## src/rtl/regfile_2w4r.sv

```systemverilog
// Dual-writeback, quad-read integer register file.
// Slot 1 is the older instruction and slot 2 the younger; when both retire
// to the same register the younger value is the architectural result.
// Reads are combinational with write-through bypass so that a consumer in
// the same cycle as the producer's writeback sees the new value.
// Entry 0 is hardwired to zero. A running count of effective writes is kept.
module regfile_2w4r #(
  parameter int REG_DW = 32,
  parameter int REG_AW = 5
) (
  input  logic              clk,
  input  logic              rst,
  input  logic              wb1_en_i,
  input  logic [REG_AW-1:0] wb1_addr_i,
  input  logic [REG_DW-1:0] wb1_data_i,
  input  logic              wb2_en_i,
  input  logic [REG_AW-1:0] wb2_addr_i,
  input  logic [REG_DW-1:0] wb2_data_i,
  input  logic [REG_AW-1:0] rd1_addr_i,
  input  logic [REG_AW-1:0] rd2_addr_i,
  input  logic [REG_AW-1:0] rd3_addr_i,
  input  logic [REG_AW-1:0] rd4_addr_i,
  output logic [REG_DW-1:0] rd1_data_o,
  output logic [REG_DW-1:0] rd2_data_o,
  output logic [REG_DW-1:0] rd3_data_o,
  output logic [REG_DW-1:0] rd4_data_o,
  output logic [31:0]       wr_cnt_o
);

  localparam int NUM_REGS = 2 ** REG_AW;

  logic [REG_DW-1:0] mem_r [NUM_REGS];
  logic [31:0]       wr_cnt_r;

  logic              wb1_eff_s;
  logic              wb2_eff_s;
  logic              same_dst_s;
  logic [REG_AW-1:0] rd_addr_s [4];
  logic [REG_DW-1:0] rd_data_s [4];

  // A write only counts when enabled and not aimed at the zero register.
  assign wb1_eff_s  = wb1_en_i && (wb1_addr_i != {REG_AW{1'b0}});
  assign wb2_eff_s  = wb2_en_i && (wb2_addr_i != {REG_AW{1'b0}});
  assign same_dst_s = wb1_eff_s && wb2_eff_s && (wb1_addr_i == wb2_addr_i);

  assign rd_addr_s[0] = rd1_addr_i;
  assign rd_addr_s[1] = rd2_addr_i;
  assign rd_addr_s[2] = rd3_addr_i;
  assign rd_addr_s[3] = rd4_addr_i;

  assign rd1_data_o = rd_data_s[0];
  assign rd2_data_o = rd_data_s[1];
  assign rd3_data_o = rd_data_s[2];
  assign rd4_data_o = rd_data_s[3];
  assign wr_cnt_o   = wr_cnt_r;

  // Register storage: cleared by reset, slot 2 overrides slot 1 on a shared target.
  always_ff @(posedge clk or negedge rst) begin
    if (!rst) begin
      for (int i = 0; i < NUM_REGS; i++) begin
        mem_r[i] <= {REG_DW{1'b0}};
      end
    end else begin
      if (wb1_eff_s && !same_dst_s) begin
        mem_r[wb1_addr_i] <= wb1_data_i;
      end
      if (wb2_eff_s) begin
        mem_r[wb2_addr_i] <= wb2_data_i;
      end
    end
  end

  // Commit counter: adds 0, 1 or 2 per cycle and wraps silently; a collision still counts 2.
  always_ff @(posedge clk or negedge rst) begin
    if (!rst) begin
      wr_cnt_r <= 32'd0;
    end else begin
      wr_cnt_r <= wr_cnt_r + {31'd0, wb1_eff_s} + {31'd0, wb2_eff_s};
    end
  end

  // Read ports: zero in reset or for x0, else bypass younger then older writeback, else storage.
  always_comb begin
    for (int p = 0; p < 4; p++) begin
      rd_data_s[p] = {REG_DW{1'b0}};
      if (!rst) begin
        rd_data_s[p] = {REG_DW{1'b0}};
      end else if (rd_addr_s[p] == {REG_AW{1'b0}}) begin
        rd_data_s[p] = {REG_DW{1'b0}};
      end else if (wb2_eff_s && (rd_addr_s[p] == wb2_addr_i)) begin
        rd_data_s[p] = wb2_data_i;
      end else if (wb1_eff_s && (rd_addr_s[p] == wb1_addr_i)) begin
        rd_data_s[p] = wb1_data_i;
      end else begin
        rd_data_s[p] = mem_r[rd_addr_s[p]];
      end
    end
  end

endmodule

```

## config.mk

```make
export PLATFORM = sky130hd
export DESIGN_NAME = regfile_2w4r
export DESIGN_NICKNAME = d
export VERILOG_FILES = /design/src/rtl/regfile_2w4r.sv
export SDC_FILE = /design/constraint.sdc
export NUM_CORES = 2
export LEC_CHECK = 0
export BUFFER_PORTS_ARGS = -buffer_cell sky130_fd_sc_hd__buf_2
export CAP_MARGIN = 20
export CORE_MARGIN = 2
export CORE_UTILIZATION = 50
export DETAILED_ROUTE_END_ITERATION = 8
export GPL_ROUTABILITY_DRIVEN = 0
export PLACE_DENSITY = 0.76
export SLEW_MARGIN = 20
export SYNTH_ARGS = -nofsm -noshare
export SYNTH_HDL_FRONTEND = slang
export SYNTH_SLANG_ARGS = --single-unit
```

## constraint.sdc

```tcl
create_clock -name clk -period 3.5 [get_ports clk]
set_input_delay 0.7 -clock clk [delete_from_list [all_inputs] [get_ports clk]]
set_output_delay 0.7 -clock clk [all_outputs]
set_load 0.005 [all_outputs]
```

==> flow_metrics.py, run 1 <==
metrics = {
    "run_status": {
        "status": "aborted with a tool error",
        "haltStage": "global routing",
        "error": "[ERROR GRT-0232] Routing congestion too high. Check the congestion heatmap in the GUI.",
    },
    "floorplanning": {
        "initial_core_util": 0.503,
        "pin_count": 258,
        "dieHeight_um": 411,
        "die_w_um": 411,
        "fp-row-count": 149,
    },
    "yosys": {
        "ys_types": 56,
        "synth.most_common_cell": "nand2_1",
        "synth_cells": 8265,
        "ys_seq_elements": 1056,
        "synth.avg_cell_area_um2": 10.0,
        "yosys_warnings": 0,
        "synthAdderAreaFrac": 0.000392,
        "yosysTopAreaCell": "dfrtp_1",
        "syn_area_um2": 83000,
        "synth_compound_area_frac": 0.135,
        "synth_top_family_by_area": "multiplexers",
        "synth-xor-area-share": 0.00792,
        "yosys_most_used_dff": "dfrtp_1",
        "synth_top_area_share": 0.318,
        "netlist_top_cells_count": "nand2_1, dfrtp_1, mux4_2, clkbuf_1, mux2i_1",
        "synth_nets": 8365,
        "async_reset_ff_frac": 1.00,
        "synth_edf_count": 0,
        "yosys.area_share.simple": 0.128,
        "synth_area_leaders": "dfrtp_1, mux4_2, mux2i_1",
        "yosysSeqAreaShare": 0.318,
        "muxShareOfSynthArea": 0.356,
    },
    "global_routing": {
        "overflow": 25,
        "grt_max_degree": 144,
        "grt_usage": 0.609,
    },
    "clock_tree": {
        "cts_num_sinks": 1056,
        "cts_buffers": 114,
        "htreeDepth": 3,
        "cts_buffer_depth": 3,
        "root_buffer": "clkbuf_16",
    },
    "place": {
        "dpl.cell_count": 10500,
        "dp_hpwl_um": 269000,
        "portBuffers": 257,
    },
}
==> metal layers <==
metal / GRT overflow / track usage
met5: 1 / 0.445
met4: 9 / 0.544
met3: 1 / 0.586
met2: 12 / 0.680
met1: 2 / 0.604
==> logic make-up after synthesis <==
kind of cell | Yosys count
flip-flops | 1056
AND/OR/NAND/NOR | 2618
multiplexers | 1683
XOR/XNOR | 75
AO/OA/AOI/OAI | 1748
adder cells (fa/ha/maj) | 2
buffers and inverters | 1083
==> timing repair <==
item / CTS
endpoints found under the setup margin: 125
cloned: 29
buffers inserted: 262
pin swaps: 167
endpoints found under the hold margin: 29
hold buffers: 2
resized for setup: 591
==> per-stage QoR <==
step                      utilization  TNS, ns  area [um^2]  worst slack (ns)
after floorplan                     -   -0.114        83000          -0.00708
after global placement          0.563   -38.39        92800            -0.960
after detailed placement        0.563   -39.94        92800             -1.06
after CTS                       0.619    -6.08       102000            -0.264
==> run 2: changes to the inputs <==
Settings changed: CORE_UTILIZATION 50 to 35, PLACE_DENSITY 0.76 to default, PLACE_DENSITY_LB_ADDON from default to 0.15.
Clock period 3.5 ns to 4.5 ns, I/O delays scaled along.
==> run 2 against run 1 <==
The flow now finishes, with violations (setup timing). Synthesized area stayed put. Synthesized cell count stayed put.
==> flow_metrics.py, run 2 <==
metrics = {
    "place": {
        "portBuffers": 257,
        "place_area_um2": 90600,
        "dpl.cell_count": 11100,
        "pre_cts_ws_ns": -0.476,
        "dp_hpwl_um": 288000,
    },
    "detailed_routing": {
        "totalWireLength_um": 459000,
        "drt-pass1-iter-count": 7,
        "routedWlPerCell_um": 40.4,
        "drc": 0,
        "via_per_inst": 6.95,
        "ant_nets": 0,
        "first_iter_violations": 13000,
        "num_vias": 79200,
    },
    "clock_tree": {
        "htreeDepth": 4,
        "clkLatencyLatePin_ns": 0.83,
        "root_buffer": "clkbuf_16",
        "cts_buffers": 138,
        "cts_buffer_depth": 3,
        "cts_num_sinks": 1056,
        "cts_tree": "done",
        "clk_pin_slew_worst_paths_ns": 0.06,
    },
    "sta": {
        "timing.slew.headroom": 0.201,
        "skew_ns": 0.0109,
        "hold_viol_final": 0,
        "fmax_ghz": 0.218,
        "fin_crit_ns": 4.60,
        "worst_pin_slew_ns": 1.20,
        "setup_viol": 3,
        "fin_ws_ns": -0.0977,
        "drv_slew": 0,
        "rsz0062_at_grt": "false",
        "fin_crit_sh": 1.02,
    },
    "worst_setup_path": {
        "cp-start-kind": "primary input",
        "crit_arrival_ns": 3.70,
        "crit_type": "in -> out",
        "required_ns": 3.60,
        "startpoint": "rd2_addr_i[2]",
        "reg2reg_from": "wr_cnt_o[0]",
        "cp-end-kind": "output pin",
        "crit_fanout": 37,
    },
    "pwr": {
        "p_seq_frac": 0.390,
        "p_leak_uw": 0.0381,
        "internal-power_uw": 25400,
        "p_total_uw": 39800,
        "power_switching_uw": 14400,
        "p_per_area_nw_per_um2": 418,
        "comb_power_share": 0.318,
        "p_sw_frac": 0.361,
        "vdd_ir_drop_max_uv": 409,
        "pwr-share-clk": 0.292,
    },
    "yosys": {
        "yosys_most_used_dff": "dfrtp_1",
        "yosysSeqAreaShare": 0.318,
        "synth_area_leaders": "dfrtp_1, mux4_2, mux2i_1",
        "synth_top_area_share": 0.318,
        "synth_nets": 8365,
        "yosysTopAreaCell": "dfrtp_1",
        "syn_area_um2": 83000,
        "yosys_warnings": 0,
        "synth_cells": 8265,
        "netlist_top_cells_count": "nand2_1, dfrtp_1, mux4_2, clkbuf_1, mux2i_1",
        "synth_edf_count": 0,
        "ys_seq_elements": 1056,
        "ys_types": 56,
        "synth.most_common_cell": "nand2_1",
        "async_reset_ff_frac": 1.00,
        "synth.avg_cell_area_um2": 10.0,
    },
    "run_status": {
        "status": "finished, violations left",
        "violations": "setup timing",
    },
    "flow_run": {
        "drv_cap": 0,
    },
    "final_layout": {
        "largest_reg_flops": 1024,
        "final_common_cell": "nand2_1",
        "drive_above_1_share": 0.262,
        "largest-register": "mem_r",
        "fin_cells": 11400,
        "fin_area_um2": 95400,
        "syn2layout_area_growth_pct": 14.9,
        "final_cell_mix": "nand2_1, dfrtp_1, mux4_2",
        "fin_nets": 8216,
    },
    "global_routing": {
        "grt_usage": 0.373,
        "antenna_found_initial": 25,
        "grt_max_degree": 148,
        "grt_pass1_vias": 74800,
        "grt_pass1_wl_um": 633000,
        "overflow": 0,
    },
    "floorplanning": {
        "initial_core_util": 0.352,
        "dieHeight_um": 491,
        "die_w_um": 491,
        "dieArea_um2": 241000,
        "fp-row-count": 178,
        "pin_count": 258,
        "core_area_um2": 235000,
    },
    "worst_hold_path": {
        "hp-class": "in -> async",
    },
}
==> run 2: layout make-up <==
type / count / area, um^2
multi-input cells: 6126 / 52900
clock buffers: 196 / 4040
well taps: 3150 / 3940
diodes: 13 / 32.5
clock inverters: 47 / 557
flip-flops and latches: 1056 / 26400
repair buffers: 788 / 7480
inverters: 6 / 22.5
fillers: 22500 / 140000
==> run 2: per-stage QoR <==
| step | hold slack [ns] | util | TNS [ns] |
|---|---|---|---|
| 4_1_cts | 0.262 | 0.405 | 0 |
| 2_1_floorplan | 0.468 | - | 0 |
| 3_3_place_gp | 0.424 | 0.385 | -0.717 |
| 6_report | 0.188 | 0.405 | -0.216 |
| 5_1_grt | 0.308 | 0.405 | 0 |
| 3_5_place_dp | 0.427 | 0.385 | -0.609 |
==> run 2: power by group through the flow <==
stage	Clock (uW)	Sequential (uW)	Combinational [uW]
after CTS	11700	15300	12400
after global routing	12100	15800	13400
final	11600	15500	12700
after floorplan	0	14000	8980
after global placement	0	15400	12200
after detailed placement	0	15500	12400
==> run 2: timing repair <==
| action | in CTS | in global routing |
|---|---|---|
| hold buffers | 1 | 0 |
| gates resized for setup | 8 | 12 |
| buffers inserted | 0 | 2 |
| setup endpoints to repair | 5 | 9 |
| hold endpoints to repair | 14 | 0 |
| pin swaps | 0 | 1 |
==> run 2: final timing paths <==
check | endpoint | slack, ns | depth (start not counted)
min in group clk | mem_r[383] | 0.44 | 3
hold reg to reg | mem_r[998] | 0.44 | 0
setup / recovery | rd2_data_o[26] | -0.1 | 9
max in group asynchronous | mem_r[92] | 1.82 | 4
setup reg to reg | wr_cnt_o[28] | 1.95 | 9
hold / removal | mem_r[130] | 0.19 | 2
==> run 2: kinds of logic (layout without fill, tap and decap cells) <==
family / Yosys count / in the layout / share of synthesized area
compound gates: 1748 / 1748 / 0.135
fa+ha+maj: 2 / 2 / 0.000392
flops: 1056 / 1056 / 0.318
mux: 1683 / 1683 / 0.356
xor+xnor: 75 / 75 / 0.00792
simple gates: 2618 / 2618 / 0.128
other cells: 0 / 13 / 0
buf+inv: 1083 / 1037 / 0.0543
==> run 2: critical path, cell delays in order <==
cell	delay, ns
buf_8	0.23
buf_12	0.34
buf_4	0.34
mux4_2	0.34
a22oi_1	0.64
a31oi_1	0.17
a32o_1	0.32
buf_4	0.18
buf_2	0.16
==> run 2: routing by layer <==
metal  track usage  part of all wire  vias to the layer above
li1              -                 -                    30800
met3         0.147              0.15                     1526
met2         0.526              0.41                     6735
met1         0.481              0.37                    40100
met5             0           0.00017                        -
met4         0.222             0.072                       12
No activity file was read; power rests on OpenSTA's default activity.
